**src/rtl/seq_multiplier_if.sv**
```systemverilog
// Operand/result bundle for the sequential multiplier.
// The caller drives sign, start and both operands; the multiplier returns product, ready and busy.
// The signal set matches the restoring divider, so either unit can sit behind the same caller.
interface seq_multiplier_if #(
    parameter int WIDTH = 36
);
    logic                   sign;
    logic                   start;
    logic [WIDTH-1:0]       multiplicand;
    logic [WIDTH-1:0]       multiplier;
    logic [2*WIDTH-1:0]     product;
    logic                   ready;
    logic                   busy;

    modport master (
        output sign, start, multiplicand, multiplier,
        input  product, ready, busy
    );

    modport slave (
        input  sign, start, multiplicand, multiplier,
        output product, ready, busy
    );
endinterface

```
**src/rtl/seq_multiplier.sv**
```systemverilog
// Shift-and-add multiplier: WIDTH x WIDTH -> 2*WIDTH, unsigned or twos complement.
// Latency: ready rises WIDTH+1 clocks after the edge that sees the start rising edge.
// Backpressure: none; a new start edge aborts any run, and the result is held until the next launch.
module seq_multiplier #(
    parameter int WIDTH = 36
) (
    input  logic           clk,
    input  logic           reset,
    seq_multiplier_if.slave io_mul
);
    localparam int CW = $clog2(WIDTH + 1);

    typedef enum logic [1:0] {
        IDLE = 2'd0,
        RUN  = 2'd1,
        DONE = 2'd2
    } state_t;

    state_t               r_state;
    state_t               w_next_state;
    logic                 r_last_start;
    logic                 r_neg;
    logic [CW-1:0]        r_count;
    logic [2*WIDTH-1:0]   r_acc;
    logic [2*WIDTH-1:0]   r_mcand_sh;
    logic [WIDTH-1:0]     r_mplier;
    logic [2*WIDTH-1:0]   r_product;

    logic                 w_start_edge;
    logic                 w_done;
    logic [WIDTH-1:0]     w_a_mag;
    logic [WIDTH-1:0]     w_b_mag;

    // A held-high start launches once; only a 0->1 transition counts.
    assign w_start_edge = io_mul.start & ~r_last_start;
    // The last iteration has brought the count to zero, so this edge loads the result.
    assign w_done       = (r_state == RUN) && (r_count == '0);

    // Operand magnitudes. The most negative value negates onto itself, and its bit pattern
    // is the correct unsigned magnitude 2^(WIDTH-1).
    assign w_a_mag = (io_mul.sign & io_mul.multiplicand[WIDTH-1]) ? -io_mul.multiplicand
                                                                  : io_mul.multiplicand;
    assign w_b_mag = (io_mul.sign & io_mul.multiplier[WIDTH-1])   ? -io_mul.multiplier
                                                                  : io_mul.multiplier;

    // State register.
    always_ff @(posedge clk or posedge reset) begin
        if (reset) begin
            r_state <= IDLE;
        end else begin
            r_state <= w_next_state;
        end
    end

    // Next state: a start edge wins in every state, including a restart during RUN.
    always_comb begin
        w_next_state = r_state;
        case (r_state)
            IDLE:    if (w_start_edge) w_next_state = RUN;
            RUN:     if (w_start_edge) w_next_state = RUN;
                     else if (w_done)  w_next_state = DONE;
            DONE:    if (w_start_edge) w_next_state = RUN;
            default: w_next_state = IDLE;
        endcase
    end

    // Datapath: the launch loads the operands, RUN runs a fixed WIDTH iterations, and completion applies the sign.
    always_ff @(posedge clk or posedge reset) begin
        if (reset) begin
            r_last_start <= 1'b0;
            r_neg        <= 1'b0;
            r_count      <= '0;
            r_acc        <= '0;
            r_mcand_sh   <= '0;
            r_mplier     <= '0;
            r_product    <= '0;
        end else begin
            r_last_start <= io_mul.start;
            if (w_start_edge) begin
                r_neg      <= io_mul.sign & (io_mul.multiplicand[WIDTH-1] ^ io_mul.multiplier[WIDTH-1]);
                r_acc      <= '0;
                r_mcand_sh <= {{WIDTH{1'b0}}, w_a_mag};
                r_mplier   <= w_b_mag;
                r_count    <= CW'(WIDTH);
            end else if (r_state == RUN) begin
                if (r_count != '0) begin
                    if (r_mplier[0]) begin
                        r_acc <= r_acc + r_mcand_sh;
                    end
                    r_mcand_sh <= r_mcand_sh << 1;
                    r_mplier   <= r_mplier >> 1;
                    r_count    <= r_count - CW'(1);
                end else begin
                    r_product <= r_neg ? -r_acc : r_acc;
                end
            end
        end
    end

    // Both flags are decoded from the state, so they can never be high together.
    assign io_mul.ready   = (r_state == DONE);
    assign io_mul.busy    = (r_state == RUN);
    assign io_mul.product = r_product;
endmodule

```
**src/flat_wrapper.sv**
```systemverilog
// flat-port wrapper written by rule: the top's interface ports become plain ports
module seq_multiplier_flat 
#(
    parameter int WIDTH = 36
)
  (clk, reset, io_mul_sign, io_mul_start, io_mul_multiplicand, io_mul_multiplier, io_mul_product, io_mul_ready, io_mul_busy);
  seq_multiplier_if #(.WIDTH(WIDTH)) io_mul_i ();
  input  logic clk;
  input  logic reset;
  input wire logic [$bits(io_mul_i.sign)-1:0] io_mul_sign;
  input wire logic [$bits(io_mul_i.start)-1:0] io_mul_start;
  input wire logic [$bits(io_mul_i.multiplicand)-1:0] io_mul_multiplicand;
  input wire logic [$bits(io_mul_i.multiplier)-1:0] io_mul_multiplier;
  output wire logic [$bits(io_mul_i.product)-1:0] io_mul_product;
  output wire logic [$bits(io_mul_i.ready)-1:0] io_mul_ready;
  output wire logic [$bits(io_mul_i.busy)-1:0] io_mul_busy;
  assign io_mul_i.sign = io_mul_sign;
  assign io_mul_i.start = io_mul_start;
  assign io_mul_i.multiplicand = io_mul_multiplicand;
  assign io_mul_i.multiplier = io_mul_multiplier;
  assign io_mul_product = io_mul_i.product;
  assign io_mul_ready = io_mul_i.ready;
  assign io_mul_busy = io_mul_i.busy;
  seq_multiplier #(.WIDTH(WIDTH)) u_core (.clk(clk), .reset(reset), .io_mul(io_mul_i));
endmodule
```
**config.mk**
```make
export PLATFORM = sky130hd
export DESIGN_NAME = seq_multiplier_flat
export DESIGN_NICKNAME = d
export VERILOG_FILES = /design/src/rtl/seq_multiplier_if.sv /design/src/rtl/seq_multiplier.sv /design/src/flat_wrapper.sv
export SDC_FILE = /design/constraint.sdc
export NUM_CORES = 1
export LEC_CHECK = 0
export BUFFER_PORTS_ARGS = -buffer_cell sky130_fd_sc_hd__buf_2
export CAP_MARGIN = 15
export CORE_ASPECT_RATIO = 0.6
export CORE_MARGIN = 2
export CORE_UTILIZATION = 23
export DETAILED_ROUTE_END_ITERATION = 12
export SETUP_SLACK_MARGIN = 0.5
export SLEW_MARGIN = 20
export SYNTH_ARGS = -nofsm -noshare
export SYNTH_HDL_FRONTEND = slang
export SYNTH_SLANG_ARGS = --single-unit
```
**constraint.sdc**
```tcl
create_clock -name clk -period 15.8 [get_ports clk]
set_input_delay 0.79 -clock clk [delete_from_list [all_inputs] [get_ports clk]]
set_output_delay 0.79 -clock clk [all_outputs]
set_load 0.02 [all_outputs]
```
=== Word-level counts from Yosys, hierarchy flattened ===
Cells that the tools add are included.
W data, S select, Z words.

* Register bits after elaboration: 262
* Input bits: 76
* Output and inout bits: 74
* Logic and storage cells: 57

* Add/sub/neg operators: 5
* Equality and inequality tests: 4
* Multiplexer cells: 20
* Bitwise logic cells: 8
* Reduce and logical (&&, ||, !) cells: 12

{| class="wikitable"
|+ Operator list
! kind !! number
|-
| $mux W72 || 8
|-
| $mux W36 || 5
|-
| $add A72 B72 Y72 || 1
|-
| $neg A36 Y36 || 2
|-
| $neg A72 Y72 || 1
|-
| $mux W6 || 3
|-
| $logic_not A6 Y1 || 1
|-
| $mux W2 || 3
|-
| $reduce_and A3 Y1 || 2
|-
| $reduce_bool A2 Y1 || 3
|-
| $reduce_bool A6 Y1 || 1
|-
| $sub A6 B1 Y6 const B || 1
|-
| $and A1 B1 Y1 || 4
|-
| $pmux W2 S2 || 1
|-
| $reduce_and A2 Y1 || 2
|-
| $ne A3 B1 Y1 const B || 1
|-
| $not A1 Y1 || 3
|-
| $eq A2 B1 Y1 const B || 1
|-
| $eq A2 B2 Y1 const B || 1
|-
| $logic_not A2 Y1 || 1
|-
| $ne A2 B1 Y1 const B || 1
|-
| $reduce_or A2 Y1 || 1
|-
| $logic_and A1 B1 Y1 || 1
|-
| $xor A1 B1 Y1 || 1
|}

=== Longest topological paths before layout ===
Gate-level depths: netlist of run 1.

* Depth after elaboration: 5
* Depth in mapped cells: 12
* Mapped depth without buffers: 12

=== Least setup slack after synthesis of run 1 ===
No wires, ideal clock.

* Path type: in2reg
* Start: input port io_mul_multiplicand[6]
* End: register u_core.r_mcand_sh[29]
* Library setup time: 0.137 ns
* Arrival time: 3.683 ns
* Data required time: 15.663 ns
* Path slack: 11.980 ns
* Cell stages on the path: 10
* Buffers on the path: 0
* Path through: or4_1 > or3_1 > or4_1 > or3_1 > nor4_1 > nor3b_1 > and2_1 > a21oi_1 > xnor2_1 > a21oi_1

* Cells in the longest elaborated chain, start to end: 3

{| class="wikitable"
|+ RTL lines
! item !! RTL line !! RTL
|-
| start, declared || flat_wrapper.sv:12 || <nowiki>input wire logic [$bits(io_mul_i.multiplicand)-1:0] io_mul_multiplicand;</nowiki>
|-
| $neg A36 Y36 || seq_multiplier.sv:41 || <nowiki>assign w_a_mag = (io_mul.sign & io_mul.multiplicand[WIDTH-1]) ? -io_mul.multiplicand</nowiki>
|-
| $mux W36 || seq_multiplier.sv:41 ||
|-
| $mux W72 || seq_multiplier.sv:79 || <nowiki>if (w_start_edge) begin</nowiki>
|-
| end signal, assigned || seq_multiplier.sv:82 || <nowiki>r_mcand_sh <= {{WIDTH{1'b0}}, w_a_mag};</nowiki>
|-
| end signal, assigned || seq_multiplier.sv:90 || <nowiki>r_mcand_sh <= r_mcand_sh << 1;</nowiki>
|-
| end, declared || seq_multiplier.sv:25 || <nowiki>logic [2*WIDTH-1:0] r_mcand_sh;</nowiki>
|}

No other way between the ends.
A chain may end at the register's enable or synchronous reset.

=== Worst setup path in the final report of run 1 ===
* Start: register u_core.r_acc[14]
* End: register u_core.r_product[66], in the netlist u_core.io_mul.product[66]

* Cells in the longest elaborated chain, start to end: 2

{| class="wikitable"
|+ RTL lines
! item !! RTL line !! RTL
|-
| start, declared || seq_multiplier.sv:24 || <nowiki>logic [2*WIDTH-1:0] r_acc;</nowiki>
|-
| start signal, assigned || seq_multiplier.sv:88 || <nowiki>r_acc <= r_acc + r_mcand_sh;</nowiki>
|-
| $neg A72 Y72 || seq_multiplier.sv:94 || <nowiki>r_product <= r_neg ? -r_acc : r_acc;</nowiki>
|-
| $mux W72 || seq_multiplier.sv:94 ||
|-
| end signal, assigned || seq_multiplier.sv:94 ||
|-
| end, declared || seq_multiplier.sv:27 || <nowiki>logic [2*WIDTH-1:0] r_product;</nowiki>
|}

No other way between the ends.

==> results.toml, run 1 <==
[run_status]
status = "complete, no violations"

[timing]
hold_slack_ns = 0.372
finalHoldViolCount = 0
setup-violations-final = 0
tns_ns = 0
maxSlewHeadroom_pct = 30.6
rsz0062_at_grt = "false"
min_period_ns = 4.21
min_period_over_period_pct = 26.6
finClkSkew_ns = 0.0438
worst_pin_slew_ns = 1.03
slew_violations = 0
max_freq_mhz = 238

[synthesis]
synth_cells = 2215
synthMostInstantiatedCell = "nand2_1"
synth_area_um2 = 17500
synth_nets = 2367
syn_area_per_cell_um2 = 7.92
synth_top_area_share_pct = 37.4
yosys-top-cells-count = "nand2_1, dfrtp_1, a21oi_1"
ys_ff_latch = 262
ys.warnings.count = 0
ys_seq_area_share_pct = 37.4
synth_edf_count = 0
ys_types = 65
ys_async_sr_fraction_pct = 100
synth.largest_area_cell = "dfrtp_1"
synth_ff_type = "dfrtp_1"
ys_top_cells_by_area = "dfrtp_1, nand2_1, a21oi_1"

[cts]
cts.clk_slew.worst_paths_ns = 0.06
cts_resized = 0
insertion_delay_ns = 0.60
cts_tree = "done"
numCtsBuffers = 29
clockBufferDepth = 3
htree_levels = 1
hold_buffers = 0
post_cts_buffers = 0
cts_root_buffer = "clkbuf_16"
cts.sinks = 262

[place]
dp_hpwl_um = 42200
numPortBuffers = 149
gp_congestion = 0.925

[global_routing]
grt_max_degree = 125
antenna_found_initial = 1
grt.overflow.total = 0
grt_usage_pct = 14.3
grt_pass1_vias = 14918
grt_first_pass_wirelength_um = 90300

[route]
routedWlPerCell_um = 17.3
routed_wl_um = 57100
dr.first_iter.drc_count = 1562
vias = 16267
drtPass1Iterations = 5
drcViolationCount = 0
drt-vias-per-instance = 4.92
ant_nets = 0

[critical_path]
slowest_delay_ns = 0.58
crit_top_cell = "or4_4"
critPathBufInv = 0
crit_type = "reg2reg"
cp_slowest_cell = "or4_4"
cp_top_family = "simple AND/OR/NAND/NOR gates"
path_cells = "or4_4, or4_4, or4_4, nor4_4, or3b_4, nor4_4, nand3_2, o41ai_2, xor2_1, o21ai_1"
critPathArrivalTime_ns = 4.63
cp_data_required_time_ns = 16.22
cp_max_fo = 5
endpoint_kind = "flop"
crit_path_start_kind = "flop"

[floorplan]
io_pins = 150
die_y_um = 218
core_um2 = 75500
die_x_um = 361
fp-row-count = 78
dieArea_um2 = 78600
initial_utilization_pct = 23.2

[min_path]
hold_class = "in2async"

[pwr]
p_leak_nw = 8.70
power_density_nw_per_um2 = 196
irDropWorstVdd_mv = 0.112

[cells_and_area]
fin_nets = 2434
drive_gt1_share_pct = 10.4
diodes = 0
area_growth_syn_to_layout_pct = 15.0

[job]
cap_violations = 0
## registers in the layout, indices dropped and copies added, names as in the netlist
name,flops
u_core.r_last_start,1
u_core.r_state,2
u_core.r_acc,72
u_core.r_mcand_sh,72
u_core.r_mplier,36
u_core.r_count,6
u_core.io_mul.product,72
u_core.r_neg,1
## routing by layer
layer  vias to the layer above  global-route usage [%]  part of all wire, %
met1                      7750                    24.0                   54
met5                         -                       0                0.023
li1                       7925                       -                    -
met3                        47                    2.82                  8.3
met2                       543                    18.2                   36
met4                         2                    2.08                  1.4
## kinds of logic after synthesis
family / count (synthesis) / synth area share (%)
AO/OA/AOI/OAI: 630 / 21.1
XOR/XNOR: 200 / 9.99
adder cells (fa/ha/maj): 76 / 5.46
buffers and inverters: 155 / 3.32
flip-flops: 262 / 37.4
multiplexers: 4 / 0.228
AND/OR/NAND/NOR: 888 / 22.5
## cells in the final DEF (no fill, tap or decap), types with 7 or more instances in the layout
cell / instances
a211oi_1: 13
a21o_1: 26
a21oi_1: 205
a31oi_1: 77
and2_1: 8
and3_1: 15
buf_2: 149
buf_4: 12
clkbuf_1: 9
clkbuf_16: 29
dfrtp_1: 261
ha_1: 75
inv_1: 28
nand2_1: 485
nand3_1: 35
nand4_1: 22
nor2_1: 163
nor2b_1: 15
nor3_1: 44
nor4_1: 19
o211ai_1: 9
o21a_1: 7
o21ai_0: 196
o21bai_1: 18
o31ai_1: 26
o41ai_1: 17
or2_2: 9
or3_1: 23
or4_1: 12
xnor2_1: 88
xor2_1: 112
## path summary, 6_finish.rpt
kind                       slack, ns                   endpoint  depth (start not counted)                      start
max                            11.59  u_core.io_mul.product[66]                         10           u_core.r_acc[14]
min                             0.37  u_core.io_mul.product[30]                          2                      reset
max reg2reg                    11.59  u_core.io_mul.product[66]                         10           u_core.r_acc[14]
min reg2reg                     0.47  u_core.io_mul.product[48]                          2  u_core.io_mul.product[48]
max in group asynchronous      13.81        u_core.r_mplier[24]                          3                      reset
min in group clk                0.40        u_core.r_last_start                          1               io_mul_start
## worst reg2reg max path, cell delays in order (launching register included)
cell     delay [ns]
dfrtp_1        0.42
or4_4          0.58
or4_4          0.44
or4_4          0.45
nor4_4         0.47
or3b_4         0.49
nor4_4         0.39
nand3_2        0.25
o41ai_2        0.32
xor2_1         0.17
o21ai_1        0.07
## final cells by class
class / instances / area, um^2
clock buffer: 44 / 842
sequential: 262 / 6560
multi-input combinational: 1798 / 10400
timing repair buffer: 161 / 836
inverter: 30 / 120
fill: 8312 / 55400
clock inverter: 8 / 125
tap: 1000 / 1250
## per-stage QoR
stage,setup slack (ns),cells,cell area (um^2),utilization (%),total power [mW]
after detailed placement,11.31,3251,19200,25.4,3.21
after global placement,11.39,3251,19200,25.4,3.21
after global routing,11.37,3303,20200,26.7,4.27
after CTS,11.62,3303,20200,26.7,3.95
final,11.59,3303,20200,26.7,3.94
after floorplan,7.80,2215,17500,-,2.58
## report_power, final
part	total (mW)	switching (mW)	leakage, nW	internal [mW]
Sequential	1.19	0.271	3.35	0.914
Clock	0.716	0.302	0.470	0.415
Combinational	2.04	1.32	4.87	0.721
Total	3.94	1.89	8.70	2.05
Power figures use the tool's default switching activity.
==> run 2, diff against run 1 <==
==> constraint.sdc (replaced) <==
create_clock -name clk -period 4 [get_ports clk]
set_input_delay 0.2 -clock clk [delete_from_list [all_inputs] [get_ports clk]]
set_output_delay 0.2 -clock clk [all_outputs]
set_load 0.02 [all_outputs]
==> run 2 against run 1 <==
  * Final cell count rose by 2.9%
  * Hold slack worse by 0.34 ns
  * Die area is the same
  * Sequential power rose to 3.9 times the previous value
  * Utilization up 1.6 points
  * Critical path depth up 1
  * First-iteration DRC count rose by 2.6%
  * Sequential share of layout area shrank 1.8 points
  * Via count up 2.5%
  * Power increased to 4.1 times the previous value
==> results.toml, run 2 (synthesis gave the netlist of run 1 again) <==
[run_status]
status = "complete, no violations"

[critical_path]
cp_slowest_cell = "or4_4"
cp_data_required_time_ns = 4.45
cp_max_fo = 3
crit_type = "reg2reg"
cp_top_family = "simple AND/OR/NAND/NOR gates"
r2r_slack_ns = 0.38
slowest_delay_ns = 0.53
critPathArrivalTime_ns = 4.08
path_cells = "or4_4, or4_4, or4_4, nor4_4, buf_4, or3b_4, nor4_4, nand3_4, o41ai_4, xor2_1, o21ai_1"
crit_path_start_kind = "flop"
endpoint_kind = "flop"
critPathBufInv = 1
crit_top_cell = "or4_4"

[cells_and_area]
final_cell_mix = "nand2_1, dfrtp_1, a21oi_1"
fin_cells = 3399
fin_nets = 2529
drive_gt1_share_pct = 13.3
num-fill-cells = 8181
area_growth_syn_to_layout_pct = 21.8
diodes = 0
final_common_cell = "nand2_1"

[route]
drcViolationCount = 0
dr.first_iter.drc_count = 1603
highest_layer = "met5"
met1Wirelength_um = 31400
ant_nets = 0
drt-vias-per-instance = 4.91
routedWlPerCell_um = 17.5
wl_met3_um = 5420
vias = 16677
met2_length_um = 21900
routed_wl_um = 59500
drtPass1Iterations = 6

[place]
gp_congestion = 0.947
dp_hpwl_um = 43400
dp_cells = 3280
numPortBuffers = 149

[timing]
slew_violations = 0
min_period_ns = 3.62
finalHoldViolCount = 0
tns_ns = 0
maxSlewHeadroom_pct = 37.2
max_freq_mhz = 276
rsz0062_at_grt = "true"
setup-violations-final = 0
worst_pin_slew_ns = 0.942
min_period_over_period_pct = 90.6
finClkSkew_ns = 0.0468

[floorplan]
io_pins = 150
die_y_um = 218
initial_utilization_pct = 23.2
die_x_um = 361
fp-row-count = 78
dieArea_um2 = 78600
core_um2 = 75500

[job]
cap_violations = 0

[cts]
cts_tree = "done"
cts_root_buffer = "clkbuf_16"
cts.sinks = 262
insertion_delay_ns = 0.62
cts.clk_slew.worst_paths_ns = 0.06
htree_levels = 1
clockBufferDepth = 3
numCtsBuffers = 29

[global_routing]
grt_first_pass_wirelength_um = 92900
antenna_found_initial = 0
grt.overflow.total = 0
grt_usage_pct = 14.8
grt_pass1_vias = 15354
grt_max_degree = 119

[min_path]
hold_class = "in2reg"

[pwr]
power_density_nw_per_um2 = 748
irDropWorstVdd_mv = 0.457
p_leak_nw = 9.20
## run 2: changes by cell type in the layout (fill, tap and decap cells not counted), sizes merged
cell and change:
dlygate4sd3 +56, buf +39, clkbuf -9, clkinv +7, clkinvlp +2, inv +1
## run 2: cell type report
class,count,area (um^2),share of cell area (%)
multi-input cells,1798,10700,50.0
clock buffers,35,788,3.69
well taps,1000,1250,5.86
flip-flops and latches,262,6560,30.7
clock inverters,18,196,0.920
repair buffers,256,1770,8.29
inverters,30,116,0.545
## run 2: layer usage
layer	up-vias	track usage (%)
li1	8127	-
met1	7893	24.1
met2	601	19.0
met3	54	4.27
met4	2	1.88
met5	-	0
## run 2: power by group
part           internal [mW]  switching, mW  total, mW
sequential              3.61           1.04       4.64
clock                   1.61           1.25       2.86
combinational           3.06           5.41       8.47
## run 2: path summary, 6_finish.rpt
check	end	start	cells past startpoint
max	u_core.io_mul.product[66]	u_core.r_acc[14]	11
min	u_core.r_mcand_sh[2]	io_mul_multiplicand[2]	4
max reg2reg	u_core.io_mul.product[66]	u_core.r_acc[14]	11
min reg2reg	u_core.io_mul.product[27]	u_core.io_mul.product[27]	2
max in group asynchronous	u_core.io_mul.product[40]	reset	4
min in group asynchronous	u_core.io_mul.product[13]	reset	3
## run 2: through the flow
step / setup slack (ns) / power [mW] / cell area, um^2 / hold WS (ns) / utilization, %
floorplan: 0.344 / 10.2 / 17600 / 0.231 / -
global placement: 0.222 / 12.8 / 19500 / 0.374 / 25.8
detailed placement: 0.183 / 12.8 / 19500 / 0.374 / 25.8
CTS: 0.379 / 15.8 / 21100 / 0.00124 / 28.0
global route: 0.273 / 17.3 / 21400 / 0.0373 / 28.3
finish: 0.376 / 16.0 / 21400 / 0.0299 / 28.3
## run 2: tightest hold or removal path: stages
cell and delay [ns]:
buf_2 0.14, xor2_1 0.08, nor2_1 0.10, a31oi_1 0.05
## run 2: timing repair
item | CTS | global route
hold buffers | 56 | 0
endpoints found under the hold margin | 86 | 0
pin swaps | 4 | 10
gates resized for setup | 13 | 48
buffers inserted | 8 | 1
setup endpoints to repair | 27 | 44
